--- config.mk ---
export PLATFORM = sky130hd
export DESIGN_NAME = tmds_video_timing_flat
export DESIGN_NICKNAME = d
export VERILOG_FILES = /design/src/rtl/tmds_video_timing_if.sv /design/src/rtl/tmds_video_timing.sv /design/src/flat_wrapper.sv
export SDC_FILE = /design/constraint.sdc
export NUM_CORES = 1
export LEC_CHECK = 0
export ABC_CLOCK_PERIOD_IN_PS = 2850
export BUFFER_PORTS_ARGS = -buffer_cell sky130_fd_sc_hd__clkbuf_2
export CAP_MARGIN = 20
export CORE_MARGIN = 2
export CORE_UTILIZATION = 45
export DETAILED_ROUTE_END_ITERATION = 12
export PLACE_DENSITY_LB_ADDON = 0.1
export SYNTH_ARGS = -nofsm -noshare
export SYNTH_HDL_FRONTEND = slang
export SYNTH_SLANG_ARGS = --single-unit
--- constraint.sdc ---
create_clock -name clk -period 2.85 [get_ports clk]
set_input_delay 0.57 -clock clk [delete_from_list [all_inputs] [get_ports clk]]
set_output_delay 0.57 -clock clk [all_outputs]
set_load 0.05 [all_outputs]
--- src/rtl/tmds_video_timing_if.sv ---
// tmds_video_timing_if: word stream in, recovered timing out.
// master drives the TMDS words, slave is the timing block.
interface tmds_video_timing_if #(
  parameter int CW = 12
);
  logic          in_valid;
  logic [29:0]   in_tmds;
  logic [23:0]   in_pix;
  logic          out_pvalid;
  logic          out_vsync;
  logic          out_hsync;
  logic [23:0]   out_pix;
  logic [CW-1:0] h_active;
  logic [CW-1:0] v_active;
  logic [15:0]   frame_cnt;
  logic          locked;

  modport master (
    output in_valid, in_tmds, in_pix,
    input  out_pvalid, out_vsync, out_hsync, out_pix,
    input  h_active, v_active, frame_cnt, locked
  );

  modport slave (
    input  in_valid, in_tmds, in_pix,
    output out_pvalid, out_vsync, out_hsync, out_pix,
    output h_active, v_active, frame_cnt, locked
  );
endinterface

--- src/rtl/tmds_video_timing.sv ---
// tmds_video_timing: ch0 token/guard decode, sync recovery, frame
// decimation, resolution measure and lock. Option: DVI_NO_GUARD_EN.
module tmds_video_timing #(
  parameter int DECIM   = 2,
  parameter int TIMEOUT = 2**24,
  parameter int CW      = 12
) (
  input logic clk,
  input logic rst,
  tmds_video_timing_if.slave vt
);

  localparam logic [9:0] CTL0 = 10'b1101010100;
  localparam logic [9:0] CTL1 = 10'b0010101011;
  localparam logic [9:0] CTL2 = 10'b0101010100;
  localparam logic [9:0] CTL3 = 10'b1010101011;
  localparam logic [9:0] GB   = 10'b1011001100;

  localparam logic [1:0] S_CTRL = 2'd0;
  localparam logic [1:0] S_GB1  = 2'd1;
  localparam logic [1:0] S_ACT  = 2'd2;

  localparam int          TW   = $clog2(TIMEOUT + 1);
  localparam logic [TW-1:0] TMAX = TW'(TIMEOUT);
  localparam logic [CW-1:0] CMAX = '1;
  localparam logic [3:0]  PMAX = 4'(DECIM - 1);
  // With no decimation every frame passes, including the one
  // already in flight when reset is released.
  localparam logic        FP0  = (DECIM == 1);

  logic [9:0]    word;
  logic          is_ctl;
  logic          is_gb;
  logic          tok_vs;
  logic          tok_hs;
  logic [1:0]    state;
  logic [1:0]    state_nx;
  logic          pixel;
  logic          px;
  logic          line_end;
  logic          vs_rise;
  logic          vsync_reg;
  logic          hsync_reg;
  logic [CW-1:0] hcnt;
  logic [CW-1:0] hcnt_nx;
  logic [CW-1:0] vcnt;
  logic [CW-1:0] vcnt_nx;
  logic [CW-1:0] line_w;
  logic [CW-1:0] line_w_nx;
  logic [3:0]    phase;
  logic [3:0]    phase_nx;
  logic          frame_pass;
  logic          fp_nx;
  logic [TW-1:0] nv_cnt;
  logic          same_res;
  logic          unused_tmds;

  assign word        = vt.in_tmds[9:0];
  assign unused_tmds = ^vt.in_tmds[29:10];

  // Classify channel 0 word: control token (with sync bits) or guard.
  always_comb begin
    is_ctl = 1'b1;
    tok_vs = 1'b0;
    tok_hs = 1'b0;
    unique case (1'b1)
      (word == CTL0): begin
        tok_vs = 1'b0;
        tok_hs = 1'b0;
      end
      (word == CTL1): begin
        tok_vs = 1'b0;
        tok_hs = 1'b1;
      end
      (word == CTL2): begin
        tok_vs = 1'b1;
        tok_hs = 1'b0;
      end
      (word == CTL3): begin
        tok_vs = 1'b1;
        tok_hs = 1'b1;
      end
      default: is_ctl = 1'b0;
    endcase
  end

  assign is_gb = (word == GB);

  // Period tracking: control, one guard seen, active video.
  always_comb begin
    state_nx = state;
    pixel    = 1'b0;
    unique case (state)
      S_CTRL: begin
        if (is_gb) begin
          state_nx = S_GB1;
        end
`ifdef DVI_NO_GUARD_EN
        else if (!is_ctl) begin
          state_nx = S_ACT;
          pixel    = 1'b1;
        end
`endif
      end
      S_GB1: begin
        if (is_gb) begin
          state_nx = S_ACT;
        end
`ifdef DVI_NO_GUARD_EN
        else if (!is_ctl) begin
          state_nx = S_ACT;
          pixel    = 1'b1;
        end
`endif
        else begin
          state_nx = S_CTRL;
        end
      end
      S_ACT: begin
        if (is_ctl) begin
          state_nx = S_CTRL;
        end else begin
          pixel = 1'b1;
        end
      end
      default: state_nx = S_CTRL;
    endcase
  end

  assign px       = vt.in_valid & pixel;
  assign line_end = vt.in_valid & (state == S_ACT) & is_ctl;
  assign vs_rise  = vt.in_valid & is_ctl & tok_vs & ~vsync_reg;

  // Line width and line count, closed out on leaving active video.
  always_comb begin
    hcnt_nx   = hcnt;
    vcnt_nx   = vcnt;
    line_w_nx = line_w;
    if (px && hcnt != CMAX) begin
      hcnt_nx = hcnt + 1'b1;
    end
    if (line_end && hcnt != '0) begin
      line_w_nx = hcnt;
      hcnt_nx   = '0;
      if (vcnt != CMAX) begin
        vcnt_nx = vcnt + 1'b1;
      end
    end
  end

  // Decimation phase advances on each new frame.
  always_comb begin
    phase_nx = (phase == PMAX) ? 4'd0 : phase + 4'd1;
    fp_nx    = vs_rise ? (phase_nx == 4'd0) : frame_pass;
  end

  assign same_res = (line_w_nx == vt.h_active) &&
                    (vcnt_nx == vt.v_active) &&
                    (line_w_nx != '0) && (vcnt_nx != '0);

  assign vt.out_hsync = hsync_reg;
  assign vt.out_vsync = vsync_reg & frame_pass;

  // Main pipeline: state, counters, sync and pixel registers.
  always_ff @(posedge clk) begin
    if (rst) begin
      state         <= S_CTRL;
      hcnt          <= '0;
      vcnt          <= '0;
      line_w        <= '0;
      vsync_reg     <= 1'b0;
      hsync_reg     <= 1'b0;
      phase         <= 4'd0;
      frame_pass    <= FP0;
      vt.out_pvalid <= 1'b0;
      vt.out_pix    <= '0;
      vt.h_active   <= '0;
      vt.v_active   <= '0;
      vt.frame_cnt  <= '0;
    end else begin
      vt.out_pvalid <= px & fp_nx;
      if (vt.in_valid) begin
        state      <= state_nx;
        hcnt       <= hcnt_nx;
        line_w     <= line_w_nx;
        vcnt       <= vs_rise ? '0 : vcnt_nx;
        vt.out_pix <= vt.in_pix;
        if (is_ctl) begin
          vsync_reg <= tok_vs;
          hsync_reg <= tok_hs;
        end
      end
      if (vs_rise) begin
        vt.h_active  <= line_w_nx;
        vt.v_active  <= vcnt_nx;
        vt.frame_cnt <= vt.frame_cnt + 16'd1;
        phase        <= phase_nx;
        frame_pass   <= fp_nx;
      end
    end
  end

  // Lock: stable nonzero resolution, lost on change or vsync timeout.
  always_ff @(posedge clk) begin
    if (rst) begin
      nv_cnt    <= '0;
      vt.locked <= 1'b0;
    end else if (vs_rise) begin
      nv_cnt    <= '0;
      vt.locked <= same_res;
    end else if (nv_cnt != TMAX) begin
      nv_cnt <= nv_cnt + 1'b1;
    end else begin
      vt.locked <= 1'b0;
    end
  end

endmodule

--- src/flat_wrapper.sv ---
// flat-port wrapper written by rule: the top's interface ports become plain ports
module tmds_video_timing_flat 
#(
  parameter int DECIM   = 2,
  parameter int TIMEOUT = 2**24,
  parameter int CW      = 12
)
  (clk, rst, vt_in_valid, vt_in_tmds, vt_in_pix, vt_out_pvalid, vt_out_vsync, vt_out_hsync, vt_out_pix, vt_h_active, vt_v_active, vt_frame_cnt, vt_locked);
  tmds_video_timing_if #(.CW(CW)) vt_i ();
  input logic clk;
  input logic rst;
  input wire logic [$bits(vt_i.in_valid)-1:0] vt_in_valid;
  input wire logic [$bits(vt_i.in_tmds)-1:0] vt_in_tmds;
  input wire logic [$bits(vt_i.in_pix)-1:0] vt_in_pix;
  output wire logic [$bits(vt_i.out_pvalid)-1:0] vt_out_pvalid;
  output wire logic [$bits(vt_i.out_vsync)-1:0] vt_out_vsync;
  output wire logic [$bits(vt_i.out_hsync)-1:0] vt_out_hsync;
  output wire logic [$bits(vt_i.out_pix)-1:0] vt_out_pix;
  output wire logic [$bits(vt_i.h_active)-1:0] vt_h_active;
  output wire logic [$bits(vt_i.v_active)-1:0] vt_v_active;
  output wire logic [$bits(vt_i.frame_cnt)-1:0] vt_frame_cnt;
  output wire logic [$bits(vt_i.locked)-1:0] vt_locked;
  assign vt_i.in_valid = vt_in_valid;
  assign vt_i.in_tmds = vt_in_tmds;
  assign vt_i.in_pix = vt_in_pix;
  assign vt_out_pvalid = vt_i.out_pvalid;
  assign vt_out_vsync = vt_i.out_vsync;
  assign vt_out_hsync = vt_i.out_hsync;
  assign vt_out_pix = vt_i.out_pix;
  assign vt_h_active = vt_i.h_active;
  assign vt_v_active = vt_i.v_active;
  assign vt_frame_cnt = vt_i.frame_cnt;
  assign vt_locked = vt_i.locked;
  tmds_video_timing #(.DECIM(DECIM), .TIMEOUT(TIMEOUT), .CW(CW)) u_core (.clk(clk), .rst(rst), .vt(vt_i));
endmodule
==> impl_metrics.ini <==
[cells_and_area]
insertedDiodeCount = 0
stdcell_area_sq_um = 8000
final_nets = 916
top_regs = u_core.nv_cnt: 25 flops, u_core.vt.out_pix: 24 flops, u_core.vt.frame_cnt: 16 flops
fillers = 1191
drive_above_1_share_pct = 26.2
largest_reg_flops = 25
areaGrowthSynthToFinish_pct = 29.2
regMostFlops = u_core.nv_cnt

[timing]
fin_crit_sh_pct = 95.9
period_minus_slack_ps = 2730
finClkSkew_ps = 4.97
worstMarginPinSlew_ps = 503
max_freq_mhz = 366
finalSetupViolCount = 0
slew_headroom_pct = 66.4
slew_viol_final = 0
hold_viol = 0

[setup_path]
endpoint_kind = flip-flop
cpPeakStageDelay_ps = 460
crit_required_ps = 3190
crit_arrival_ps = 3080
cp_max_fo = 5
cp_slowest_cell = or4_1
critPathLaunchType = input port
crit_chain = clkbuf_2 -> nor4b_4 -> and3_4 -> o211ai_4 -> buf_6 -> nor4_4 -> xnor2_2 -> xnor2_1 -> a2111o_1 -> or4_1 -> o21ai_1
worstSetupPathType = input port to flip-flop

[synthesis]
ys_ff_latch = 136
yosysMostFrequentCell = nor2_1
synth_area_per_cell_sq_um = 8.81
synth_fa_ha_area_share_pct = 1.21
synth.area.mux_share_pct = 7.68
synthCells = 703
synth-xor-area-share_pct = 9.90
synth.yosys.seq_area_share_pct = 44.0
synth_area_leaders = dfxtp_1 (44%), nor2_1 (9.6%), mux2i_1 (7.0%)
synth_top_cells_by_count = nor2_1 (158), dfxtp_1 (136), mux2i_1 (43)
synth_area_leader_cell = dfxtp_1
synth_top_family_by_area = simple AND/OR/NAND/NOR gates
ys_types = 62
synth_compound_area_share_pct = 9.01
yosys_warnings = 0
ys.flop_type = dfxtp_1
synth-async-reset-ratio_pct = 0
syn_nets = 766
synth_edf_count = 0
yosys.area_share.simple_pct = 25.0
synth_area_sq_um = 6190
synth_top_area_share_pct = 44.0

[hold_path]
hp-class = input port to flip-flop

[place]
gp_congestion = 0.866
io_buffers = 104
hpwl_um = 10700
placed_cell_area_sq_um = 7250

[power_and_ir_drop]
seq_power_share_pct = 41.8
clockPowerShare_pct = 53.2
vdd_drop_max_mv = 0.464
power_per_cell_area_nw_per_um2 = 579
p_sw_mw = 0.980
p_total_mw = 4.64
p_int_mw = 3.66
leakage_nw = 3.26
switching_share_pct = 21.1
comb_power_share_pct = 5.0

[global_routing]
grt_max_degree = 46
grt_pass1_wl_um = 23900
grt_usage_pct = 20.4
grt-ovfl-total = 0
antenna_found_initial = 0
grt_pass1_vias = 5079

[detailed_routing]
routed_wl_um = 14800
antenna_left = 0
via_count = 5424
drt-initial-drc-count = 328
wl_per_cell_um = 14.2
vias_per_cell = 5.21
drc = 0
drtPass1Iterations = 5

[clock_network]
clock_latency_ps = 410
cts_buffers = 17
clock_path_buffers = 2
ctsHtreeMaxLevel = 4
clkSinkCount = 136
path_clk_slew_ps = 60
tritoncts = done
cts-root-buf = clkbuf_16

[run_status]
status = completed

[floorplanning]
core_area_sq_um = 13300
initial_core_util_pct = 46.4
pin_count = 125
chipWidth_um = 121
die_h_um = 121
die_area_sq_um = 14700
rows = 42

[job]
max_cap_viol_count = 0
==> cells by family (layout without fill, tap and decap cells) <==
kind of cell | Yosys count | count (layout)
muxes | 46 | 46
and+or+nand+nor | 315 | 315
DFF | 136 | 136
AOI/OAI and AO/OA | 83 | 83
buffers and inverters | 47 | 210
xor gates and xnor gates | 70 | 70
adders and majority gates | 6 | 6
==> through the flow <==
step / std cells / util, % / hold WS (ps) / worst slack (ps) / TNS (ps)
final: 1042 / 59.9 / 394 / 117 / 0
after global routing: 1042 / 59.9 / 387 / -13.0 / -13.0
after CTS: 1039 / 59.3 / 377 / 34.6 / 0
after detailed placement: 1007 / 54.3 / 470 / -207 / -350
after global placement: 1007 / 54.3 / 458 / -196 / -256
after floorplan: 703 / - / 440 / -14.2 / -14.2
==> final timing paths <==
path	start	endpoint	slack (ps)	depth (start not counted)
max	vt_in_tmds[1]	u_core.vt.locked	120	11
min	vt_in_pix[12]	u_core.vt.out_pix[12]	390	3
max reg2reg	u_core.hcnt[1]	u_core.vt.locked	170	11
min reg2reg	u_core.frame_pass	u_core.frame_pass	480	2
==> worst max-delay path: cells and delay by family <==
kind            cells  cell delay (ps)
compound gates      3              590
buf+inv             2              280
xor+xnor            2              280
simple gates        4             1340
==> repair_timing <==
item / in CTS / in global routing
gates resized for setup: 0 / 15
setup endpoints to repair: 0 / 2
hold buffers: 0 / 0
buffers inserted: 0 / 3
==> power groups by stage <==
stage / Sequential, mW / Clock [mW] / Combinational, mW
after floorplan: 2.05 / 0 / 0.0863
after global placement: 1.98 / 0 / 0.227
after detailed placement: 1.98 / 0 / 0.231
after CTS: 1.94 / 2.51 / 0.231
after global routing: 1.94 / 2.59 / 0.247
final: 1.94 / 2.47 / 0.230
==> cells in the final DEF, fill, tap and decap left out, types with 3 or more instances in the layout <==
cell type     n
xnor2_1      37
o2111ai_1     3
dfxtp_2       3
o211ai_1      3
bufinv_16     6
mux2i_1      41
nor4_4        3
xor2_1       32
nor4_1       12
nand3_1      23
or3_1        11
clkbuf_16    17
and3_4        3
buf_4        60
nand2b_1      3
nor2b_1       4
nand4b_1      3
and3_1        8
inv_1        12
nand2_1      38
nand4_1      15
a22oi_1       3
ha_1          6
o21ai_0      14
a211oi_1     22
clkbuf_2    103
nand3b_1      3
clkinv_2      3
dfxtp_1     133
clkinvlp_4    4
a21oi_1      23
nor2_1      158
nor3_1        8
==> final cells by class <==
cell class / instances / area, sq um / area share [%]
clock buffers: 19 / 443 / 5.54
clock inverters: 13 / 225 / 2.81
inverters: 13 / 48.8 / 0.610
multi-input cells: 520 / 3360 / 41.9
flip-flops and latches: 136 / 2730 / 34.1
well taps: 176 / 220 / 2.75
repair buffers: 165 / 982 / 12.3
==> metal layers <==
layer / track usage, % / vias to the layer above / routed length, um
li1: - / 2744 / -
met1: 26.1 / 2526 / 6980
met2: 32.7 / 128 / 6870
met3: 5.26 / 26 / 679
met4: 8.33 / 0 / 319
met5: 0 / - / 0
Power figures use the tool's default switching activity.
